File: src/rtl/switch_debounce_pulse.sv
// switch_debounce_pulse: synchronise and debounce a push-button into a clean level plus press/release pulses.
// Define AUTO_REPEAT_EN to add auto-repeat press pulses while the button is held.
module switch_debounce_pulse #(
    parameter int DEBOUNCE_LIMIT = 250000,
    parameter int REPEAT_DELAY   = 12500000,
    parameter int REPEAT_PERIOD  = 2500000
) (
    input  logic i_Clk,
    input  logic i_Reset,
    input  logic i_Switch,
    output logic o_Switch,
    output logic o_Press,
    output logic o_Release
);
    localparam int DW = $clog2(DEBOUNCE_LIMIT);

    logic          sync1_q, sync2_q;
    logic          switch_q, switch_d;
    logic          press_q, press_d;
    logic          release_q, release_d;
    logic [DW-1:0] cnt_q, cnt_d;
    logic          expire, rise, fall, rep_pulse;

    always_comb begin
        expire    = (sync2_q != switch_q) && (cnt_q == DW'(DEBOUNCE_LIMIT - 1));
        rise      = expire & sync2_q;
        fall      = expire & ~sync2_q;
        cnt_d     = (sync2_q == switch_q || expire) ? '0 : cnt_q + 1'b1;
        switch_d  = expire ? sync2_q : switch_q;
        press_d   = rise | rep_pulse;
        release_d = fall;
    end

`ifdef AUTO_REPEAT_EN
    localparam int RMAX = (REPEAT_DELAY > REPEAT_PERIOD) ? REPEAT_DELAY : REPEAT_PERIOD;
    localparam int RW   = ($clog2(RMAX) < 1) ? 1 : $clog2(RMAX);

    typedef enum logic [1:0] {IDLE, DELAY, REPEAT} state_t;

    state_t        state_q, state_d;
    logic [RW-1:0] rcnt_q, rcnt_d;

    // Release takes priority over a coincident repeat expiry.
    always_comb begin
        state_d   = state_q;
        rcnt_d    = rcnt_q;
        rep_pulse = 1'b0;
        if (rise) begin
            state_d = DELAY;
            rcnt_d  = '0;
        end else if (fall) begin
            state_d = IDLE;
            rcnt_d  = '0;
        end else if (state_q == DELAY) begin
            rep_pulse = rcnt_q == RW'(REPEAT_DELAY - 1);
            rcnt_d    = rep_pulse ? '0 : rcnt_q + 1'b1;
            state_d   = rep_pulse ? REPEAT : DELAY;
        end else if (state_q == REPEAT) begin
            rep_pulse = rcnt_q == RW'(REPEAT_PERIOD - 1);
            rcnt_d    = rep_pulse ? '0 : rcnt_q + 1'b1;
        end
    end

    always_ff @(posedge i_Clk) begin
        if (i_Reset) begin
            state_q <= IDLE;
            rcnt_q  <= '0;
        end else begin
            state_q <= state_d;
            rcnt_q  <= rcnt_d;
        end
    end
`else
    assign rep_pulse = 1'b0;
`endif

    always_ff @(posedge i_Clk) begin
        if (i_Reset) begin
            sync1_q   <= 1'b0;
            sync2_q   <= 1'b0;
            switch_q  <= 1'b0;
            press_q   <= 1'b0;
            release_q <= 1'b0;
            cnt_q     <= '0;
        end else begin
            sync1_q   <= i_Switch;
            sync2_q   <= sync1_q;
            switch_q  <= switch_d;
            press_q   <= press_d;
            release_q <= release_d;
            cnt_q     <= cnt_d;
        end
    end

    assign o_Switch  = switch_q;
    assign o_Press   = press_q;
    assign o_Release = release_q;
endmodule

File: config.mk
export PLATFORM = sky130hd
export DESIGN_NAME = switch_debounce_pulse
export DESIGN_NICKNAME = d
export VERILOG_FILES = /design/src/rtl/switch_debounce_pulse.sv
export SDC_FILE = /design/constraint.sdc
export NUM_CORES = 1
export LEC_CHECK = 0
export ABC_AREA = 1
export ABC_CLOCK_PERIOD_IN_PS = 2150
export CORE_MARGIN = 2
export CORE_UTILIZATION = 57
export CTS_CLUSTER_DIAMETER = 150
export DETAILED_ROUTE_END_ITERATION = 7
export GPL_TIMING_DRIVEN = 0
export PLACE_DENSITY_LB_ADDON = 0.3
export SYNTH_ARGS = -nofsm -noshare
export SYNTH_HDL_FRONTEND = slang
export SYNTH_SLANG_ARGS = --single-unit
File: constraint.sdc
create_clock -name i_Clk -period 2.15 [get_ports i_Clk]
set_clock_uncertainty 0.2 [all_clocks]
set_input_delay 0.215 -clock i_Clk [delete_from_list [all_inputs] [get_ports i_Clk]]
set_output_delay 0.215 -clock i_Clk [all_outputs]
set_load 0.05 [all_outputs]
* After elaboration in Yosys (flattened, before gate mapping)
Index checks and enable logic that the tools add are counted.
Cells by class: bitwise gates (word level) 3, equal/unequal tests 3, reduce and logical (&&, ||, !) cells 3, $add $sub $neg 1
Operator list (count):
- 18-bit by 1-bit adder with 18-bit output (second input constant) | 1
- 18-bit equality test (second input constant) | 1
- 1-bit bitwise AND | 2
- 2-bit OR reduction | 1
- 1-bit equality test | 1
- 1-bit logical AND | 1
- 1-bit logical OR | 1
- 1-bit inequality test | 1
- 1-bit NOT | 1
Word-level totals: output and inout port bits 3, input port bits 3, logic and storage cells 16, register bits after elaboration 23

* Longest topological paths before layout
depth after elaboration 4, gate-level depth with buffers 9, gate-level depth less buffers 9

* Least setup slack after synthesis
No wires, ideal clock.
path type reg2reg, from register switch_q (netlist: o_Switch), to register cnt_q[13], period minus slack after synthesis 1.682 ns, library setup time 0.062 ns, path slack 0.468 ns, cell stages (with the launch flop) 6, data arrival time 1.420 ns, path buffers 1, required time 1.888 ns, path through dfxtp_1 > xor2_2 > nand2_2 > o21bai_4 > buf_12 > nor2_4
On the way: cells in the longest elaborated chain, start to end 4, elaborated cells on any way between the ends 5
Ends and longest elaborated chain:
- start: declaration | RTL line 18 | logic switch_q, switch_d;
- start signal: assignment | RTL line 88 | switch_q <= switch_d;
- 1-bit inequality test | RTL line 25 | expire = (sync2_q != switch_q) && (cnt_q == DW'(DEBOUNCE_LIMIT - 1));
- 1-bit logical AND | RTL line 25
- 1-bit logical OR * | RTL line 28 | cnt_d = (sync2_q == switch_q || expire) ? '0 : cnt_q + 1'b1;
- 2-bit OR reduction (no line) *
- end signal: assignment | RTL line 91 | cnt_q <= cnt_d;
- end: declaration | RTL line 21 | logic [DW-1:0] cnt_q, cnt_d;
Every way passes the cells marked *; elsewhere a longest branch is shown, timed or not. A chain may end at the register's enable or synchronous reset.

* Worst setup path in the final report
from register switch_q (netlist: o_Switch), to output port o_Switch
RTL lines:
- end: declaration | RTL line 11 | output logic o_Switch,
No word-level cell between the ends.

==> flow_summary.ini <==
[layout]
n_antenna_cell = 0
layout.nets = 173
instances_no_fill = 195
areaGrowthSynthToFinish_pct = 9.42
layout-drive-gt1-share = 0.149
fillCellCount = 186

[route]
ant_nets = 0
vias = 986
drt_wl_total_um = 2130
dr.pass1.iters = 4
post_drt_wl_per_cell_um = 10.9
drtIter0Drc = 21
drc_errors = 0
viasPerCell = 5.06

[setup_path]
endpoint_kind = output pin
worstPathMaxFanout = 3
reg2reg_slack_ns = 0.34
worstRegToRegCells = 7
cp_top_family = buffers and inverters
critPathArrivalTime_ns = 1.56
crit_cells = 1
cp_slowest_cell = clkdlybuf4s50_1
start_kind = register
r2r-start = cnt_q[0]$_SDFF_PP0_
crit_type = register to output pin
rr_endpoint = cnt_q[13]$_SDFF_PP0_
cpPeakStageDelay_ns = 0.83
cp_num_buf_inv = 1
path_cells = clkdlybuf4s50_1
crit_required_ns = 1.74

[synth]
ys_seq_area_frac = 0.389
synthXorXnorAreaFrac = 0.0804
yosysMostFrequentCell = nand2_1
synth_edf_count = 0
synth-main-ff-cell = dfxtp_1
avgSynthCellArea_um2 = 7.44
ys_seq_elements = 23
synth_area_leaders = dfxtp_1, nand2_1, nor2_1
synth_simple_gate_area_share = 0.395
synth.area.mux_share = 0
synth_top_area_share = 0.389
yosysUniqueCellTypes = 25
synth_top_family_by_area = simple AND/OR/NAND/NOR gates
ys_async_sr_fraction = 0
synthTopCellsByCount = nand2_1, nor2_1, dfxtp_1, inv_1
synth_warnings = 0
postSynthCellCount = 159
synth-compound-area-share = 0.0497
syn_nets = 163
syn_area_um2 = 1180
synth_largest_area_cell = dfxtp_1
synth_fa_ha_area_frac = 0.0106

[sta]
setup_tns_ns = 0
setup_viol = 0
fin_crit_sh = 0.920
finalCriticalPeriod_ns = 1.98
tightest_slew_ns = 0.506
fmax_mhz = 506
grt_setup_unrepaired = false
finalMaxSlewViolations = 0
hold_viol = 0
slew_headroom = 0.662
whs_ns = 0.209

[clock_network]
postCtsSetupBuffers = 0
path_clk_slew_ns = 0.12
numCtsBuffers = 3
insertion_delay_ns = 0.31
clock_sinks = 23
cts_hold_buf = 0
cts_tree = built
htreeDepth = 1
clockRootBuffer = clkbuf_4
cts_buffer_depth = 2
post_cts_resized = 0

[hold_path]
whs_endpoint = sync1_q$_SDFF_PP0_
hp-start = i_Switch
holdPathStages = 3
min-delay-path-class = input port to register

[global_routing]
grt_pass1_vias = 993
grt_pass1_wl_um = 3840
grt_antenna_before_repair = 0
globalRoute.totalOverflow = 0
grt_max_degree = 14
track_usage = 0.203

[status]
status = complete, no violations

[floorplanning]
rows = 16
die_y_um = 49.5
dieArea_um2 = 2450
fp.dieW_um = 49.5
start_util = 0.603
coreArea_um2 = 1960
pin_count = 6

[placement]
dp.cells = 191
io_buffers = 5
dp_hpwl_um = 1680
gp_congestion = 0.914

[run]
maxCapViolations = 0

[power]
ir_drop_uv = 527
power.leakage_nw = 0.434
p_per_area_nw_per_um2 = 497
## cell type report
class                           instances  area, um^2  area share
Clock inverter                          1        5.00     0.00387
Clock buffer                            3        22.5      0.0174
Inverter                               18        68.8      0.0532
Timing Repair Buffer                    5        50.0      0.0387
Multi-Input combinational cell        117         633       0.489
Buffer                                  1        20.0      0.0155
Tap cell                               27        33.8      0.0261
Sequential cell                        23         460       0.356
## per-layer routing
layer	global-route usage	up-vias	wire length [um]
met5	0	-	0
met4	0.0833	0	27
met3	0.0727	6	130
met2	0.349	30	989
met1	0.225	440	977
li1	-	510	-
## cells by family (layout without fill, tap and decap cells)
| logic type | after synthesis | count (layout) |
|---|---|---|
| and+or+nand+nor | 97 | 97 |
| AOI/OAI and AO/OA | 9 | 9 |
| xor gates and xnor gates | 10 | 10 |
| buffers and inverters | 19 | 28 |
| DFF | 23 | 23 |
| adders and majority gates | 1 | 1 |
## report_power, final
group | total (W) | switching, W | internal, W | leakage [nW]
Combinational | 0.0000167 | 0.00000858 | 0.00000810 | 0.230
Sequential | 0.000430 | 0.00000191 | 0.000428 | 0.186
Clock | 0.000197 | 0.000127 | 0.0000695 | 0.0177
Total | 0.000644 | 0.000138 | 0.000506 | 0.434
## cell usage in the layout (no fill, tap or decap), types with 2 or more instances in the layout
cell / instances
xor2_1: 7
nor2_1: 27
nand4_1: 2
nand2_1: 38
nand3_1: 10
nor4_1: 2
clkinv_2: 2
clkdlybuf4s50_1: 5
dfxtp_1: 23
inv_1: 17
nor2_2: 10
o21ai_0: 3
a21oi_1: 5
clkbuf_4: 3
xnor2_1: 2
## flip-flops by register name, indices dropped and copies added, names as in the netlist
register / flops
o_Release: 1
sync1_q: 1
o_Switch: 1
o_Press: 1
cnt_q: 18
sync2_q: 1
## worst max path at each step
stage	slack [ns]	from	end
finish	0.17	o_Switch$_SDFFE_PP0P_	o_Switch
floorplan	0.47	o_Switch$_SDFFE_PP0P_	cnt_q[13]$_SDFF_PP0_
detailed placement	0.35	cnt_q[0]$_SDFF_PP0_	cnt_q[4]$_SDFF_PP0_
CTS	0.16	o_Switch$_SDFFE_PP0P_	o_Switch
global route	0.12	o_Switch$_SDFFE_PP0P_	o_Switch
global placement	0.38	cnt_q[0]$_SDFF_PP0_	cnt_q[13]$_SDFF_PP0_
## metrics by stage
| stage | setup slack (ns) | util | area (um^2) | total power (W) |
|---|---|---|---|---|
| after CTS | 0.155 | 0.659 | 1290 | 0.000651 |
| after global routing | 0.122 | 0.659 | 1290 | 0.000666 |
| after floorplan | 0.468 | - | 1180 | 0.000450 |
| final | 0.172 | 0.659 | 1290 | 0.000644 |
| after detailed placement | 0.346 | 0.645 | 1270 | 0.000457 |
| after global placement | 0.382 | 0.645 | 1270 | 0.000456 |
(Power assumes the default switching activity.)
